## config.mk

```make
export PLATFORM = sky130hd
export DESIGN_NAME = sumador_acumulador_flat
export DESIGN_NICKNAME = d
export VERILOG_FILES = /design/src/rtl/sumador_acumulador_if.sv /design/src/rtl/sumador_acumulador.sv /design/src/flat_wrapper.sv
export SDC_FILE = /design/constraint.sdc
export NUM_CORES = 1
export LEC_CHECK = 0
export BUFFER_PORTS_ARGS = -buffer_cell sky130_fd_sc_hd__buf_2
export CORE_UTILIZATION = 50
export DETAILED_ROUTE_END_ITERATION = 10
export PLACE_DENSITY_LB_ADDON = 0.08
export SLEW_MARGIN = 20
export SYNTH_ARGS = -nofsm -noshare
export SYNTH_HDL_FRONTEND = slang
export SYNTH_SLANG_ARGS = --single-unit
export TNS_END_PERCENT = 30
```

## constraint.sdc

```tcl
create_clock -name clk -period 4.7 [get_ports clk]
set_input_delay 0.47 -clock clk [delete_from_list [all_inputs] [get_ports clk]]
set_output_delay 0.47 -clock clk [all_outputs]
set_load 0.01 [all_outputs]
```

## src/rtl/sumador_acumulador_if.sv

```systemverilog
// Bundle between the pipelined adder, the accumulator stage and its consumer.
// Carries the sample stream (no backpressure) and the valid/ready result port.
// master = the side that drives samples and acc_ready; slave = the accumulator.
interface sumador_acumulador_if #(
    parameter int DATA_W = 4,
    parameter int ACC_W  = 8
);
    logic              in_valid;
    logic [DATA_W-1:0] sum30_dd;
    logic [DATA_W-1:0] idx_dd;
    logic              flush;
    logic              acc_ready;
    logic              acc_valid;
    logic [ACC_W-1:0]  acc_data_out;
    logic [DATA_W-1:0] acc_idx_out;
    logic [3:0]        acc_cnt_out;
    logic              err_overrun;
    logic              acc_sat;

    modport master (
        output in_valid, sum30_dd, idx_dd, flush, acc_ready,
        input  acc_valid, acc_data_out, acc_idx_out, acc_cnt_out, err_overrun, acc_sat
    );

    modport slave (
        input  in_valid, sum30_dd, idx_dd, flush, acc_ready,
        output acc_valid, acc_data_out, acc_idx_out, acc_cnt_out, err_overrun, acc_sat
    );
endinterface

```

## src/rtl/sumador_acumulador.sv

```systemverilog
// Accumulates WINDOW adder sums (or fewer on flush) into one registered total; SUM_ACC_SAT_EN selects clamping.
// Latency: result visible one edge after the closing sample.
// Input never stalls; a result closing while the output is held and not ready is dropped, err_overrun sticks.
module sumador_acumulador #(
    parameter int DATA_W = 4,
    parameter int ACC_W  = 8,
    parameter int WINDOW = 4
) (
    input  logic                 clk,
    input  logic                 reset_L,
    sumador_acumulador_if.slave  bus
);

    typedef enum logic {IDLE, ACC} state_t;

    state_t            state;
    logic [3:0]        cnt;
    logic [ACC_W-1:0]  acc;
    logic              acc_clamped;
    logic [DATA_W-1:0] last_idx;

    logic              res_valid;
    logic [ACC_W-1:0]  res_data;
    logic [DATA_W-1:0] res_idx;
    logic [3:0]        res_cnt;
    logic              res_sat;
    logic              overrun;

    logic [ACC_W-1:0]  sum_next;
    logic              clamp_next;
    logic [4:0]        cnt_inc;
    logic              close;
    logic              slot_free;
    logic [ACC_W-1:0]  tot_data;
    logic [3:0]        tot_cnt;
    logic [DATA_W-1:0] tot_idx;
    logic              tot_sat;

`ifdef SUM_ACC_SAT_EN
    logic [ACC_W:0]    sum_wide;

    // Saturating add: once the window has clamped it stays at the ceiling.
    always_comb begin
        sum_wide   = {1'b0, acc} + {1'b0, ACC_W'(bus.sum30_dd)};
        clamp_next = acc_clamped | sum_wide[ACC_W];
        sum_next   = clamp_next ? {ACC_W{1'b1}} : sum_wide[ACC_W-1:0];
    end
`else
    // Plain modulo add; the clamp flag never sets in this build.
    always_comb begin
        sum_next   = acc + ACC_W'(bus.sum30_dd);
        clamp_next = 1'b0;
    end
`endif

    // Window-close decision and the result that would be loaded on this edge.
    always_comb begin
        cnt_inc   = {1'b0, cnt} + 5'd1;
        close     = bus.in_valid ? ((cnt_inc == 5'(WINDOW)) || bus.flush)
                                 : (bus.flush && (state == ACC));
        slot_free = !res_valid || bus.acc_ready;
        tot_data  = bus.in_valid ? sum_next      : acc;
        tot_cnt   = bus.in_valid ? cnt_inc[3:0]  : cnt;
        tot_idx   = bus.in_valid ? bus.idx_dd    : last_idx;
        tot_sat   = bus.in_valid ? clamp_next    : acc_clamped;
    end

    // Window FSM plus the registered result slot and its handshake.
    always_ff @(posedge clk or negedge reset_L) begin
        if (!reset_L) begin
            state       <= IDLE;
            cnt         <= '0;
            acc         <= '0;
            acc_clamped <= 1'b0;
            last_idx    <= '0;
            res_valid   <= 1'b0;
            res_data    <= '0;
            res_idx     <= '0;
            res_cnt     <= '0;
            res_sat     <= 1'b0;
            overrun     <= 1'b0;
        end else begin
            if (close) begin
                state       <= IDLE;
                cnt         <= '0;
                acc         <= '0;
                acc_clamped <= 1'b0;
            end else if (bus.in_valid) begin
                state       <= ACC;
                cnt         <= cnt_inc[3:0];
                acc         <= sum_next;
                acc_clamped <= clamp_next;
            end

            if (bus.in_valid) begin
                last_idx <= bus.idx_dd;
            end

            // A consume on the same edge frees the slot for the new result.
            if (close && slot_free) begin
                res_valid <= 1'b1;
                res_data  <= tot_data;
                res_idx   <= tot_idx;
                res_cnt   <= tot_cnt;
                res_sat   <= tot_sat;
            end else begin
                if (close) begin
                    overrun <= 1'b1;
                end
                if (res_valid && bus.acc_ready) begin
                    res_valid <= 1'b0;
                end
            end
        end
    end

    assign bus.acc_valid    = res_valid;
    assign bus.acc_data_out = res_data;
    assign bus.acc_idx_out  = res_idx;
    assign bus.acc_cnt_out  = res_cnt;
    assign bus.err_overrun  = overrun;
    assign bus.acc_sat      = res_sat;

endmodule

```

## src/flat_wrapper.sv

```systemverilog
// flat-port wrapper written by rule: the top's interface ports become plain ports
module sumador_acumulador_flat 
#(
    parameter int DATA_W = 4,
    parameter int ACC_W  = 8,
    parameter int WINDOW = 4
)
  (clk, reset_L, bus_in_valid, bus_sum30_dd, bus_idx_dd, bus_flush, bus_acc_ready, bus_acc_valid, bus_acc_data_out, bus_acc_idx_out, bus_acc_cnt_out, bus_err_overrun, bus_acc_sat);
  sumador_acumulador_if #(.DATA_W(DATA_W), .ACC_W(ACC_W)) bus_i ();
  input  logic clk;
  input  logic reset_L;
  input wire logic [$bits(bus_i.in_valid)-1:0] bus_in_valid;
  input wire logic [$bits(bus_i.sum30_dd)-1:0] bus_sum30_dd;
  input wire logic [$bits(bus_i.idx_dd)-1:0] bus_idx_dd;
  input wire logic [$bits(bus_i.flush)-1:0] bus_flush;
  input wire logic [$bits(bus_i.acc_ready)-1:0] bus_acc_ready;
  output wire logic [$bits(bus_i.acc_valid)-1:0] bus_acc_valid;
  output wire logic [$bits(bus_i.acc_data_out)-1:0] bus_acc_data_out;
  output wire logic [$bits(bus_i.acc_idx_out)-1:0] bus_acc_idx_out;
  output wire logic [$bits(bus_i.acc_cnt_out)-1:0] bus_acc_cnt_out;
  output wire logic [$bits(bus_i.err_overrun)-1:0] bus_err_overrun;
  output wire logic [$bits(bus_i.acc_sat)-1:0] bus_acc_sat;
  assign bus_i.in_valid = bus_in_valid;
  assign bus_i.sum30_dd = bus_sum30_dd;
  assign bus_i.idx_dd = bus_idx_dd;
  assign bus_i.flush = bus_flush;
  assign bus_i.acc_ready = bus_acc_ready;
  assign bus_acc_valid = bus_i.acc_valid;
  assign bus_acc_data_out = bus_i.acc_data_out;
  assign bus_acc_idx_out = bus_i.acc_idx_out;
  assign bus_acc_cnt_out = bus_i.acc_cnt_out;
  assign bus_err_overrun = bus_i.err_overrun;
  assign bus_acc_sat = bus_i.acc_sat;
  sumador_acumulador #(.DATA_W(DATA_W), .ACC_W(ACC_W), .WINDOW(WINDOW)) u_core (.clk(clk), .reset_L(reset_L), .bus(bus_i));
endmodule
```

==> impl_metrics.json <==
{
  "die_width_um": 59.4,
  "max_stage_delay_ps": 630,
  "ant_nets": 0,
  "cts_resized": 0,
  "path_class": "in -> reg",
  "cts_sinks": 37,
  "htree_levels": 2,
  "clk_pin_slew_worst_paths_ps": 110,
  "netlist_top_cells_count": "dfrtp_1 (37), nor2_1 (27), a21oi_1 (14)",
  "cp_cell_sequence": "buf_2 -> o21ai_1 -> a21oi_4 -> mux2_2",
  "place_hpwl_mm": 1.99,
  "yosys.area.top_type_share": 0.562,
  "worst_ep_required_time_ps": 4940,
  "start_kind": "primary input",
  "drt-wirelength-per-cell_um": 12.9,
  "via_per_inst": 5.22,
  "synth-seq-cells": 37,
  "cts_setup_buffers": 0,
  "syn_avg_cell_area_um2": 11.2,
  "io_pins": 32,
  "holdCritPathClass": "in -> async",
  "grt_pass1_wl_mm": 4.95,
  "async_flop_share": 1.00,
  "seq_area_frac_synth": 0.562,
  "max_freq_mhz": 523,
  "ys_top_cells_by_area": "dfrtp_1 (56%), nor2_1 (6.2%), mux2_2 (5.5%)",
  "syn_to_final_growth_pct": 13.9,
  "drc_errors": 0,
  "start_util": 0.535,
  "clkLatencyLatePin_ps": 340,
  "fin_util": 0.609,
  "grt_setup_unrepaired": "false",
  "chipHeight_um": 59.4,
  "critPathBufInv": 1,
  "gp_congestion": 0.752,
  "use_met3": 0.0721,
  "fp-row-count": 20,
  "critPathCaptureType": "flop",
  "synth.most_common_cell": "dfrtp_1",
  "ys.flop_type": "dfrtp_1",
  "finalHoldViolations": 0,
  "total_power_mw": 0.878,
  "p_leak_nw": 0.871,
  "tns_ps": 0,
  "synth-edff-count": 0,
  "yosys_warnings": 0,
  "grtUsageTotal": 0.199,
  "yosysTopAreaCell": "dfrtp_1",
  "relSlewSlack": 0.479,
  "fin_cells": 225,
  "fin_hold_ws_ps": 198,
  "min_period_ps": 1910,
  "worstPathMaxFanout": 28,
  "cp.arrival_ps": 2150,
  "critPathTopFamily": "compound AO/OA/AOI/OAI gates",
  "portBuffers": 31,
  "status": "finished clean",
  "clockBufferDepth": 2,
  "slew_violations": 0,
  "syn-cell-area_um2": 1650,
  "fin_nets": 199,
  "core_region_area_um2": 3080,
  "grt_pass1_vias": 1143,
  "ctsHoldBuffers": 0,
  "peakVddDrop_uv": 240,
  "syn-num-nets": 166,
  "firstDrtPassIters": 4,
  "cts_buffers": 5,
  "antenna_cells": 0,
  "clockRootBuffer": "clkbuf_4",
  "grt_max_degree": 38,
  "dp.cells": 217,
  "via_count": 1174,
  "fin_crit_sh": 0.407,
  "top_usage_layer": "met2",
  "overflow": 0,
  "finalSetupViolCount": 0,
  "routed_wirelength_mm": 2.89,
  "drt_iter0_markers": 41,
  "maxCapViolations": 0,
  "skew_ps": 11.6,
  "die_area_um2": 3530,
  "tritoncts": "built",
  "use_met2": 0.311,
  "worst_slew_pin_slew_ps": 781,
  "antenna_found_initial": 0,
  "use_met1": 0.246,
  "synth.distinct_cells": 28,
  "synth_cells": 147,
  "drive_gt1_frac": 0.260,
  "powerDensity_nw_per_um2": 468,
  "slowest_stage": "a21oi_4"
}
kinds of logic after synthesis:
group	Yosys count	share of synthesized area
xor gates and xnor gates	7	0.0372
DFF	37	0.562
AOI/OAI and AO/OA	30	0.115
muxes	11	0.0730
buffers and inverters	8	0.0251
adders and majority gates	6	0.0502
and+or+nand+nor	48	0.138
report_power, final:
part	switching [mW]	internal (mW)
logic	0.156	0.125
registers	0.0441	0.396
clock network	0.0981	0.0596
total	0.298	0.580
state kept, by name, indices dropped and copies added, names as in the netlist:
| signal | count |
|---|---|
| u_core.acc | 8 |
| u_core.bus.acc_data_out | 8 |
| u_core.bus.acc_cnt_out | 4 |
| u_core.bus.acc_idx_out | 4 |
| u_core.cnt | 4 |
| u_core.last_idx | 4 |
| u_core.acc_clamped | 1 |
| u_core.bus.acc_sat | 1 |
| u_core.bus.acc_valid | 1 |
| u_core.bus.err_overrun | 1 |
| u_core.state | 1 |
placed cells by master (no fill, tap or decap), types with 2 or more instances in the layout:
cell,instances
o21ai_0,5
nand4_1,4
a21oi_1,14
nor2b_1,2
inv_1,3
a21o_1,2
nand3_1,3
ha_1,5
mux2_2,8
clkbuf_4,5
nor2_1,27
nand2b_1,5
mux2i_1,3
xnor2_1,5
xor2_1,2
dfrtp_1,37
a211o_1,2
buf_2,31
nand2_1,5
a31oi_1,2
clkbuf_1,3
layout make-up:
| class | instances | area, um^2 |
|---|---|---|
| fill | 279 | 1200 |
| sequential | 37 | 926 |
| multi-input combinational | 102 | 679 |
| timing repair buffer | 31 | 155 |
| tap | 44 | 55.1 |
| clock buffer | 8 | 48.8 |
| inverter | 3 | 11.3 |
worst paths after layout:
kind / startpoint / to / slack (ps) / depth (start not counted)
worst max register to register: u_core.cnt[0]$_DFF_PN0_ / u_core.bus.acc_idx_out[2]$_DFFE_PN0P_ / 2790 / 4
worst min-delay path: reset_L / u_core.bus.acc_data_out[1]$_DFFE_PN0P_ / 200 / 1
worst min register to register: u_core.bus.err_overrun$_DFFE_PN0P_ / u_core.bus.err_overrun$_DFFE_PN0P_ / 480 / 1
max in group asynchronous: reset_L / u_core.bus.acc_cnt_out[0]$_DFFE_PN0P_ / 4000 / 1
min in group clk: bus_idx_dd[1] / u_core.last_idx[1]$_DFF_PN0_ / 370 / 2
worst max-delay path: bus_in_valid / u_core.bus.acc_idx_out[2]$_DFFE_PN0P_ / 2790 / 4
metal layers:
layer / up-vias / wire [um]
met3: 6 / 98
met4: 0 / 60
met2: 21 / 1370
li1: 575 / -
met1: 572 / 1370
met5: - / 0
per-stage QoR:
stage | instance area, um^2 | worst slack, ps
2_1_floorplan | 1650 | 2890
3_3_place_gp | 1830 | 2480
3_5_place_dp | 1830 | 2410
4_1_cts | 1880 | 2770
5_1_grt | 1880 | 2650
6_report | 1880 | 2790
Note: power is estimated with default switching activity, not from simulation.
